File: src/rtl/cpu_pkg.sv
// Shared constants, opcodes, ALU codes, state encoding and IR field positions
// for the 18-bit multicycle CPU controller.
package cpu_pkg;

  localparam int unsigned DATA_W = 18;
  localparam int unsigned ADDR_W = 10;
  localparam int unsigned REG_AW = 4;
  localparam int unsigned OPC_W  = 4;
  localparam int unsigned IMM_W  = 6;

  // IR field least-significant bit positions
  localparam int unsigned OpcLsb = 14;
  localparam int unsigned RdLsb  = 10;
  localparam int unsigned Rs1Lsb = 6;
  localparam int unsigned Rs2Lsb = 2;

  localparam logic [OPC_W-1:0] OpAdd  = 4'd0;
  localparam logic [OPC_W-1:0] OpAddi = 4'd1;
  localparam logic [OPC_W-1:0] OpAnd  = 4'd2;
  localparam logic [OPC_W-1:0] OpAndi = 4'd3;
  localparam logic [OPC_W-1:0] OpNand = 4'd4;
  localparam logic [OPC_W-1:0] OpNor  = 4'd5;
  localparam logic [OPC_W-1:0] OpLd   = 4'd6;
  localparam logic [OPC_W-1:0] OpSt   = 4'd7;
  localparam logic [OPC_W-1:0] OpBeq  = 4'd8;
  localparam logic [OPC_W-1:0] OpJump = 4'd9;
  localparam logic [OPC_W-1:0] OpHalt = 4'd15;

  localparam logic [1:0] AluAdd  = 2'b00;
  localparam logic [1:0] AluAnd  = 2'b01;
  localparam logic [1:0] AluNand = 2'b10;
  localparam logic [1:0] AluNor  = 2'b11;

  typedef enum logic [2:0] {
    StFetch     = 3'd0,
    StDecode    = 3'd1,
    StExecute   = 3'd2,
    StMem       = 3'd3,
    StWriteback = 3'd4,
    StHalt      = 3'd5
  } state_e;

  function automatic logic [DATA_W-1:0] sext_imm(input logic [IMM_W-1:0] f);
    return {{(DATA_W-IMM_W){f[IMM_W-1]}}, f};
  endfunction

  function automatic logic [ADDR_W-1:0] sext_off(input logic [IMM_W-1:0] f);
    return {{(ADDR_W-IMM_W){f[IMM_W-1]}}, f};
  endfunction

endpackage

File: src/rtl/cpu_instr_decoder.sv
// Combinational opcode decoder: classifies the instruction and selects the
// ALU operation and operand-B source.
module cpu_instr_decoder
  import cpu_pkg::*;
(
  input  logic [OPC_W-1:0] opcode,
  output logic [1:0]       alu_control,
  output logic             alu_bsel,
  output logic             is_ld,
  output logic             is_st,
  output logic             is_br,
  output logic             is_jmp,
  output logic             is_halt,
  output logic             is_illegal,
  output logic             writes_rd
);

  always_comb begin
    alu_control = AluAdd;
    alu_bsel    = 1'b0;
    is_ld       = 1'b0;
    is_st       = 1'b0;
    is_br       = 1'b0;
    is_jmp      = 1'b0;
    is_halt     = 1'b0;
    is_illegal  = 1'b0;
    writes_rd   = 1'b0;
    case (opcode)
      OpAdd:  writes_rd = 1'b1;
      OpAddi: begin
        writes_rd = 1'b1;
        alu_bsel  = 1'b1;
      end
      OpAnd: begin
        writes_rd   = 1'b1;
        alu_control = AluAnd;
      end
      OpAndi: begin
        writes_rd   = 1'b1;
        alu_control = AluAnd;
        alu_bsel    = 1'b1;
      end
      OpNand: begin
        writes_rd   = 1'b1;
        alu_control = AluNand;
      end
      OpNor: begin
        writes_rd   = 1'b1;
        alu_control = AluNor;
      end
      OpLd: begin
        is_ld     = 1'b1;
        writes_rd = 1'b1;
      end
      OpSt:   is_st   = 1'b1;
      OpBeq:  is_br   = 1'b1;
      OpJump: is_jmp  = 1'b1;
      OpHalt: is_halt = 1'b1;
      default: is_illegal = 1'b1;
    endcase
  end

endmodule

File: src/rtl/cpu_control_unit.sv
// Multicycle controller: owns PC, IR and the fetch/decode/execute/mem/writeback
// sequence, driving register file, ALU and memory handshake controls.
module cpu_control_unit
  import cpu_pkg::*;
(
  input  logic              C,
  input  logic              R_n,
  output logic              mem_req,
  output logic              mem_we,
  output logic [ADDR_W-1:0] mem_addr,
  input  logic              mem_ack,
  input  logic [DATA_W-1:0] mem_rdata,
  output logic              mdr_load,
  output logic [REG_AW-1:0] rf_ra1,
  output logic [REG_AW-1:0] rf_ra2,
  output logic [REG_AW-1:0] rf_wa,
  output logic              rf_we,
  output logic              rf_wsel,
  output logic [1:0]        alu_control,
  output logic              alu_bsel,
  output logic [DATA_W-1:0] imm,
  input  logic              rf_eq,
  output logic [ADDR_W-1:0] pc,
  output logic              halted,
  output logic              illegal
);

  state_e              state_q, state_d;
  logic [ADDR_W-1:0]   pc_q, pc_d;
  logic [DATA_W-1:0]   ir_q, ir_d;
  logic                illegal_q, illegal_d;

  logic                mem_req_q, mem_req_d;
  logic                mem_we_q, mem_we_d;
  logic [ADDR_W-1:0]   mem_addr_q, mem_addr_d;
  logic [REG_AW-1:0]   rf_ra1_q, rf_ra1_d;
  logic [REG_AW-1:0]   rf_ra2_q, rf_ra2_d;
  logic [REG_AW-1:0]   rf_wa_q, rf_wa_d;
  logic                rf_we_q, rf_we_d;
  logic                rf_wsel_q, rf_wsel_d;
  logic [1:0]          alu_control_q, alu_control_d;
  logic                alu_bsel_q, alu_bsel_d;
  logic [DATA_W-1:0]   imm_q, imm_d;
  logic                halted_q, halted_d;

  logic [1:0]          dec_alu_control;
  logic                dec_alu_bsel, dec_is_ld, dec_is_st, dec_is_br, dec_is_jmp;
  logic                dec_is_halt, dec_is_illegal, dec_writes_rd;
  logic                mem_done;
  logic [REG_AW-1:0]   f_rd, f_rs1, f_rs2;

  // An ack only counts while a request is actually outstanding.
  assign mem_done = mem_req_q & mem_ack;

  // IR only changes on a completed fetch; decoding ir_d lets the registered
  // outputs for the next state be prepared from the incoming instruction.
  assign ir_d  = (state_q == StFetch && mem_done) ? mem_rdata : ir_q;
  assign f_rd  = ir_d[RdLsb +: REG_AW];
  assign f_rs1 = ir_d[Rs1Lsb +: REG_AW];
  assign f_rs2 = ir_d[Rs2Lsb +: REG_AW];

  cpu_instr_decoder u_decoder (
    .opcode      (ir_d[OpcLsb +: OPC_W]),
    .alu_control (dec_alu_control),
    .alu_bsel    (dec_alu_bsel),
    .is_ld       (dec_is_ld),
    .is_st       (dec_is_st),
    .is_br       (dec_is_br),
    .is_jmp      (dec_is_jmp),
    .is_halt     (dec_is_halt),
    .is_illegal  (dec_is_illegal),
    .writes_rd   (dec_writes_rd)
  );

  always_comb begin
    state_d   = state_q;
    pc_d      = pc_q;
    illegal_d = illegal_q;
    unique case (state_q)
      StFetch: begin
        if (mem_done) begin
          pc_d    = pc_q + 1'b1;
          state_d = StDecode;
        end
      end
      StDecode: begin
        if (dec_is_illegal) begin
          illegal_d = 1'b1;
          state_d   = StHalt;
        end else begin
          state_d = StExecute;
        end
      end
      StExecute: begin
        if (dec_is_ld || dec_is_st) begin
          state_d = StMem;
        end else if (dec_is_br) begin
          if (rf_eq) pc_d = pc_q + sext_off(ir_q[IMM_W-1:0]);
          state_d = StFetch;
        end else if (dec_is_jmp) begin
          pc_d    = ir_q[ADDR_W-1:0];
          state_d = StFetch;
        end else if (dec_is_halt) begin
          state_d = StHalt;
        end else begin
          state_d = StWriteback;
        end
      end
      StMem: begin
        if (mem_done) state_d = dec_is_st ? StFetch : StWriteback;
      end
      StWriteback: state_d = StFetch;
      StHalt:      state_d = StHalt;
      default:     state_d = StHalt;
    endcase
  end

  // Output values for the state being entered; registered below.
  always_comb begin
    mem_req_d     = 1'b0;
    mem_we_d      = 1'b0;
    mem_addr_d    = '0;
    rf_ra1_d      = '0;
    rf_ra2_d      = '0;
    rf_wa_d       = '0;
    rf_we_d       = 1'b0;
    rf_wsel_d     = 1'b0;
    alu_control_d = AluAdd;
    alu_bsel_d    = 1'b0;
    imm_d         = '0;
    halted_d      = 1'b0;
    unique case (state_d)
      StFetch: begin
        mem_req_d  = 1'b1;
        mem_addr_d = pc_d;
      end
      StDecode, StExecute: begin
        // Read ports stay valid through EXECUTE so rf_eq and ALU operands settle.
        if (dec_is_br) begin
          rf_ra1_d = f_rd;
          rf_ra2_d = f_rs1;
        end else if (dec_is_st) begin
          rf_ra2_d = f_rd;
        end else if (dec_writes_rd && !dec_is_ld) begin
          rf_ra1_d = f_rs1;
          if (!dec_alu_bsel) rf_ra2_d = f_rs2;
        end
        if (state_d == StExecute) begin
          alu_control_d = dec_alu_control;
          alu_bsel_d    = dec_alu_bsel;
          imm_d         = sext_imm(ir_d[IMM_W-1:0]);
        end
      end
      StMem: begin
        mem_req_d  = 1'b1;
        mem_we_d   = dec_is_st;
        mem_addr_d = ir_d[ADDR_W-1:0];
        // Store data comes from read port 2 while the write is pending.
        if (dec_is_st) rf_ra2_d = f_rd;
      end
      StWriteback: begin
        rf_we_d   = 1'b1;
        rf_wa_d   = f_rd;
        rf_wsel_d = dec_is_ld;
      end
      StHalt:  halted_d = 1'b1;
      default: ;
    endcase
  end

  always_ff @(posedge C or negedge R_n) begin
    if (!R_n) begin
      state_q       <= StFetch;
      pc_q          <= '0;
      ir_q          <= '0;
      illegal_q     <= 1'b0;
      mem_req_q     <= 1'b0;
      mem_we_q      <= 1'b0;
      mem_addr_q    <= '0;
      rf_ra1_q      <= '0;
      rf_ra2_q      <= '0;
      rf_wa_q       <= '0;
      rf_we_q       <= 1'b0;
      rf_wsel_q     <= 1'b0;
      alu_control_q <= AluAdd;
      alu_bsel_q    <= 1'b0;
      imm_q         <= '0;
      halted_q      <= 1'b0;
    end else begin
      state_q       <= state_d;
      pc_q          <= pc_d;
      ir_q          <= ir_d;
      illegal_q     <= illegal_d;
      mem_req_q     <= mem_req_d;
      mem_we_q      <= mem_we_d;
      mem_addr_q    <= mem_addr_d;
      rf_ra1_q      <= rf_ra1_d;
      rf_ra2_q      <= rf_ra2_d;
      rf_wa_q       <= rf_wa_d;
      rf_we_q       <= rf_we_d;
      rf_wsel_q     <= rf_wsel_d;
      alu_control_q <= alu_control_d;
      alu_bsel_q    <= alu_bsel_d;
      imm_q         <= imm_d;
      halted_q      <= halted_d;
    end
  end

  // Datapath latches load data on the ack edge itself, so this strobe is unregistered.
  assign mdr_load    = (state_q == StMem) && mem_done && !mem_we_q;

  assign mem_req     = mem_req_q;
  assign mem_we      = mem_we_q;
  assign mem_addr    = mem_addr_q;
  assign rf_ra1      = rf_ra1_q;
  assign rf_ra2      = rf_ra2_q;
  assign rf_wa       = rf_wa_q;
  assign rf_we       = rf_we_q;
  assign rf_wsel     = rf_wsel_q;
  assign alu_control = alu_control_q;
  assign alu_bsel    = alu_bsel_q;
  assign imm         = imm_q;
  assign pc          = pc_q;
  assign halted      = halted_q;
  assign illegal     = illegal_q;

endmodule

File: config.mk
export PLATFORM = sky130hd
export DESIGN_NAME = cpu_control_unit
export DESIGN_NICKNAME = d
export VERILOG_FILES = /design/src/rtl/cpu_pkg.sv /design/src/rtl/cpu_instr_decoder.sv /design/src/rtl/cpu_control_unit.sv
export SDC_FILE = /design/constraint.sdc
export NUM_CORES = 1
export LEC_CHECK = 0
export CAP_MARGIN = 0
export CELL_PAD_IN_SITES_DETAIL_PLACEMENT = 1
export CELL_PAD_IN_SITES_GLOBAL_PLACEMENT = 2
export CORE_AREA = 10 10 121 123
export CTS_CLUSTER_SIZE = 8
export DETAILED_ROUTE_END_ITERATION = 8
export DIE_AREA = 0 0 131 133
export PLACE_DENSITY = 0.82
export REMOVE_ABC_BUFFERS = 1
export SLEW_MARGIN = 20
export SYNTH_ARGS = -nofsm -noshare
export SYNTH_HDL_FRONTEND = slang
export SYNTH_SLANG_ARGS = --single-unit
File: constraint.sdc
create_clock -name C -period 6.91 [get_ports C]
set_clock_uncertainty 0.1 [all_clocks]
set_input_delay 1.382 -clock C [delete_from_list [all_inputs] [get_ports C]]
set_output_delay 1.382 -clock C [all_outputs]
set_load 0.02 [all_outputs]
==> results <==
- The flow ran to the end, and the final reports show no timing, DRC or antenna violations.
- The synthesized design contains 0 enable-type register cells.
- The cell area that synthesis handed to floorplanning was 4050 µm².
- After synthesis the netlist holds a flip-flop and latch count of 68.
- The critical path in this run is classified as input port to output pin.
- During I/O placement, the number of pins put on the boundary was 82.
- The number of H-tree levels is 3.
- The DRC marker count from the first detailed-route iteration is 287.
- The final layout net count is 523.
- For the worst setup path, the data arrival time is 3090 ps.
- The number of hold-slack violations in the final timing report came to 0.
- Relative to the synthesized area, the layout overhead comes to 29.4%.
- Summing the sequential cell areas from Yosys gives 42.1% of the chip area.
- The cell type with the largest total area after synthesis is sky130_fd_sc_hd__dfrtp_1.
- For this run, the leading register cell type out of synthesis is sky130_fd_sc_hd__dfrtp_1.
- By area the synthesized netlist is led by sky130_fd_sc_hd__dfrtp_1 42%, sky130_fd_sc_hd__mux2i_1 5.4%, sky130_fd_sc_hd__nor2_1 3.3%, sky130_fd_sc_hd__ha_1 3.1%, sky130_fd_sc_hd__inv_1 2.8%.
- The pin slew with the least headroom to its limit is 1190 ps.
- The met3 wire length is 706 µm.
- The count of nets left with antenna violations once routing finished came out at 0.
- The cell area reported after detailed placement is 4910 µm².
- The horizontal die dimension is 131 µm.
- Clock tree synthesis inserted a total of 9 buffers.
- For this block, wires on met1 add up to 6160 µm.
- The routed design could run at a clock period as short as 4570 ps.
- Counting tap cells, the placed design contains a total of 650 instances.
- The sum of met2 wire segment lengths after detailed routing is 6940 µm.
- The post-cts sizing count is 0.
- In this run the deepest clock path goes through 2 buffers.
- The first detailed-routing pass ran for 4 iterations.
- Of the cells placed in the final design, the portion with a size suffix greater than 1 is 6.87%.
- The period utilization is 66.2%.
- Along the worst path, the maximum fanout reaches 7.
- After technology mapping, the gate count stands at 424.
- The row count is 41.
- The capturing element type of the critical path is an output pin.
- In this run the tightest slew margin relative to its limit is 20.7%.
- The starting density of the core is 32.7%.
- The congestion estimate from routability-driven global placement came to 0.846.
- Entering global routing, the biggest net connects 69 pins.
- Derived from the worst setup path, the maximum achievable clock frequency is 0.219 GHz.
- The peak supply drop is 0.109 mV.
- Clock latency on the worst-skew pair, taken at its later pin, is 340 ps.
- The count of cells in the finished layout, fillers not included, comes to 667.
- The placeable core region is 12,400 µm².
- The mean post-synth cell area is 9.54 µm².
- The simple-gate share of the synthesized area is 19.5%.
- The total track usage is 16.4%.
- The share of cell area taken by muxes after synthesis is 6.00%.
- The number of different library cells used by synthesis comes to 70.
- The slowest stage of the critical path is the sky130_fd_sc_hd__clkdlybuf4s50_1 cell.
- The synthesized netlist devotes 3.59% of its cell area to adder and majority cells.
- Using the TritonRoute via totals, the vias-per-cell ratio works out to 5.28.
- The number of sinks handled by clock tree synthesis is 68.
- The total overflow left after global routing is 0.
- Across all layers, the routed design uses 3,525 vias.
- For this run, the slowest stage of the critical path takes 650 ps.
- The buffer cell driving the clock tree root is sky130_fd_sc_hd__clkbuf_16.
- The die is 133 µm tall.
- The commonest cells after synthesis are 68 x sky130_fd_sc_hd__dfrtp_1, 36 x sky130_fd_sc_hd__nor2_1, 30 x sky130_fd_sc_hd__inv_1.
- The detailed router used layers up to and including met4.
- The fraction of registers with async set or reset after synthesis is 100%.
- The critical path's most frequent cell is sky130_fd_sc_hd__clkdlybuf4s50_1.
- The area share of xor/xnor cells in the synthesized design is 0.650%.
- The number of setup buffers added after CTS is 0.
- Measured on the finished design, the core utilization comes to 42.4%.
- The summed negative setup slack over all endpoints is 0 ps.
- The type of element launching the critical path is an input port.
- The number of hold buffers added after CTS is 0.
- The kind of path behind the tightest hold check is flop to flop.
- The number of antenna violations at the first check in global routing came to 0.
- The final max-slew violation count was 0.
- The wire length reported by the detailed router is 14,000 µm.
- The count of buffers added on input and output ports is 81.
- The analysis attributes to cell leakage a power of 0.00240 µW.
- The critical path goes through clkdlybuf4s50_1, nand3b_1, nor3_1, clkdlybuf4s50_1.
- STA puts the critical path data required time at 5430 ps.
- The largest family of logic cells by synthesized area is compound AO/OA/AOI/OAI gates.
- The repair_antennas step left the layout with diodes totalling 0.
- The final setup violation count is 0.
- Power spread over the standard cell area amounts to 174 nW/µm².
- The first global-routing pass estimated 22,000 µm of wire.
- Max-cap violations in this run came to 0.
- Dividing the detail-routed wire length by the instance count gives 21.0 µm.
- With fillers left out, the area of the finished cells amounts to 5240 µm².
- The kind of cell with the highest combined delay along the critical path is buffers and inverters.
- Summed over all nets, the half-perimeter wirelength after detailed placement is 10,300 µm.
- TritonCTS built the clock tree.
- The number of global-route vias before repair was 3,699.
- The count of buffering cells on the critical path with inverters included is 2.
- The die covers 17,400 µm².
- The total DRC errors in the routed layout is 0.
- Summing the areas of all compound-gate instances in the mapped netlist gives 20.9% of the synthesized area.
- Clock-pin slew was measured on the worst setup and hold paths at 50 ps.
- The area share of the largest cell type after synthesis is 42.1%.
- For this run, the number of Yosys warnings is 0.
- By instance count, the leading cell after synthesis is sky130_fd_sc_hd__dfrtp_1.
- Setup repair after global routing left no endpoint under its margin.
[cell families (layout without fill, tap and decap cells)]
logic type	count (synthesis)	in the layout
mux	24	24
xor+xnor	3	3
flops	68	68
compound gates	115	115
buf+inv	61	132
fa+ha+maj	11	11
simple gates	142	142
[report_power, final]
group	internal (µW)	leakage (µW)	switching, µW
clock network	292	0.000146	188
registers	398	0.000893	0
logic	14.0	0.00136	16.8
total	704	0.00240	205
[cell type report]
cell class / count / area [µm²]
tap: 172 / 215
multi-input combinational: 295 / 2050
clock buffer: 10 / 239
sequential: 68 / 1700
clock inverter: 6 / 71.3
inverter: 30 / 113
timing repair buffer: 86 / 847
fill: 1413 / 7130
[cell usage in the layout (no fill, tap or decap), types with 3 or more instances in the layout]
| master | instances |
|---|---|
| sky130_fd_sc_hd__a211oi_1 | 7 |
| sky130_fd_sc_hd__nor2b_1 | 8 |
| sky130_fd_sc_hd__a21o_1 | 3 |
| sky130_fd_sc_hd__and2_1 | 3 |
| sky130_fd_sc_hd__a21oi_1 | 13 |
| sky130_fd_sc_hd__nor3_1 | 12 |
| sky130_fd_sc_hd__a2bb2oi_1 | 6 |
| sky130_fd_sc_hd__o2bb2ai_1 | 7 |
| sky130_fd_sc_hd__nor2_1 | 36 |
| sky130_fd_sc_hd__clkbuf_16 | 9 |
| sky130_fd_sc_hd__and4_1 | 4 |
| sky130_fd_sc_hd__nand3b_1 | 5 |
| sky130_fd_sc_hd__xnor2_1 | 3 |
| sky130_fd_sc_hd__o21a_1 | 5 |
| sky130_fd_sc_hd__and3b_1 | 6 |
| sky130_fd_sc_hd__clkdlybuf4s50_1 | 80 |
| sky130_fd_sc_hd__ha_1 | 10 |
| sky130_fd_sc_hd__inv_1 | 30 |
| sky130_fd_sc_hd__nor4_1 | 3 |
| sky130_fd_sc_hd__and3_1 | 5 |
| sky130_fd_sc_hd__nand2b_1 | 5 |
| sky130_fd_sc_hd__or3_1 | 4 |
| sky130_fd_sc_hd__nand3_1 | 4 |
| sky130_fd_sc_hd__o211ai_1 | 3 |
| sky130_fd_sc_hd__o2111ai_1 | 3 |
| sky130_fd_sc_hd__dfrtp_1 | 68 |
| sky130_fd_sc_hd__mux2i_1 | 22 |
| sky130_fd_sc_hd__a22oi_1 | 3 |
| sky130_fd_sc_hd__nor3b_1 | 3 |
| sky130_fd_sc_hd__o22ai_1 | 6 |
| sky130_fd_sc_hd__nand2_1 | 26 |
| sky130_fd_sc_hd__a31oi_1 | 8 |
| sky130_fd_sc_hd__nand4_1 | 4 |
| sky130_fd_sc_hd__o221ai_1 | 4 |
| sky130_fd_sc_hd__buf_4 | 4 |
| sky130_fd_sc_hd__o21ai_0 | 18 |
| sky130_fd_sc_hd__a311oi_1 | 5 |
[registers in the layout (all words and copies together), names as in the netlist, 2 cells and up]
signal	flops
ir_q	18
alu_control	2
rf_wa	4
pc	10
rf_ra1	4
mem_addr	10
rf_ra2	4
imm	6
state_q	3
[worst paths after layout]
kind | slack, ps | end | cells past startpoint | from
worst max-delay path | 2340 | mdr_load | 4 | mem_ack
worst min-delay path | 370 | illegal | 1 | illegal
worst max register to register | 3230 | mem_addr[6] | 6 | state_q[1]
worst min register to register | 370 | illegal | 1 | illegal
max in group asynchronous | 5000 | ir_q[4] | 2 | R_n
min in group asynchronous | 1140 | rf_we | 2 | R_n
[per-stage QoR]
stage	setup slack [ps]	power (µW)	hold WS, ps
2_1_floorplan	3360	411	384
3_5_place_dp	2080	437	367
4_1_cts	2320	922	380
3_3_place_gp	2300	436	355
6_report	2340	910	368
5_1_grt	2170	940	420
[per-layer routing]
layer | global-route usage, % | vias to the layer above
li1 | - | 1691
met5 | 0 | -
met1 | 21.4 | 1741
met4 | 4.57 | 0
met3 | 4.04 | 13
met2 | 26.1 | 80
[worst reg2reg max path, stage by stage, from the launching register on]
cell	delay, ps
sky130_fd_sc_hd__dfrtp_1	670
sky130_fd_sc_hd__nor2_1	290
sky130_fd_sc_hd__nand2_1	720
sky130_fd_sc_hd__o21ai_1	1150
sky130_fd_sc_hd__a22oi_1	170
sky130_fd_sc_hd__o211a_1	220
sky130_fd_sc_hd__o32ai_1	270
Power figures use the tool's default switching activity.
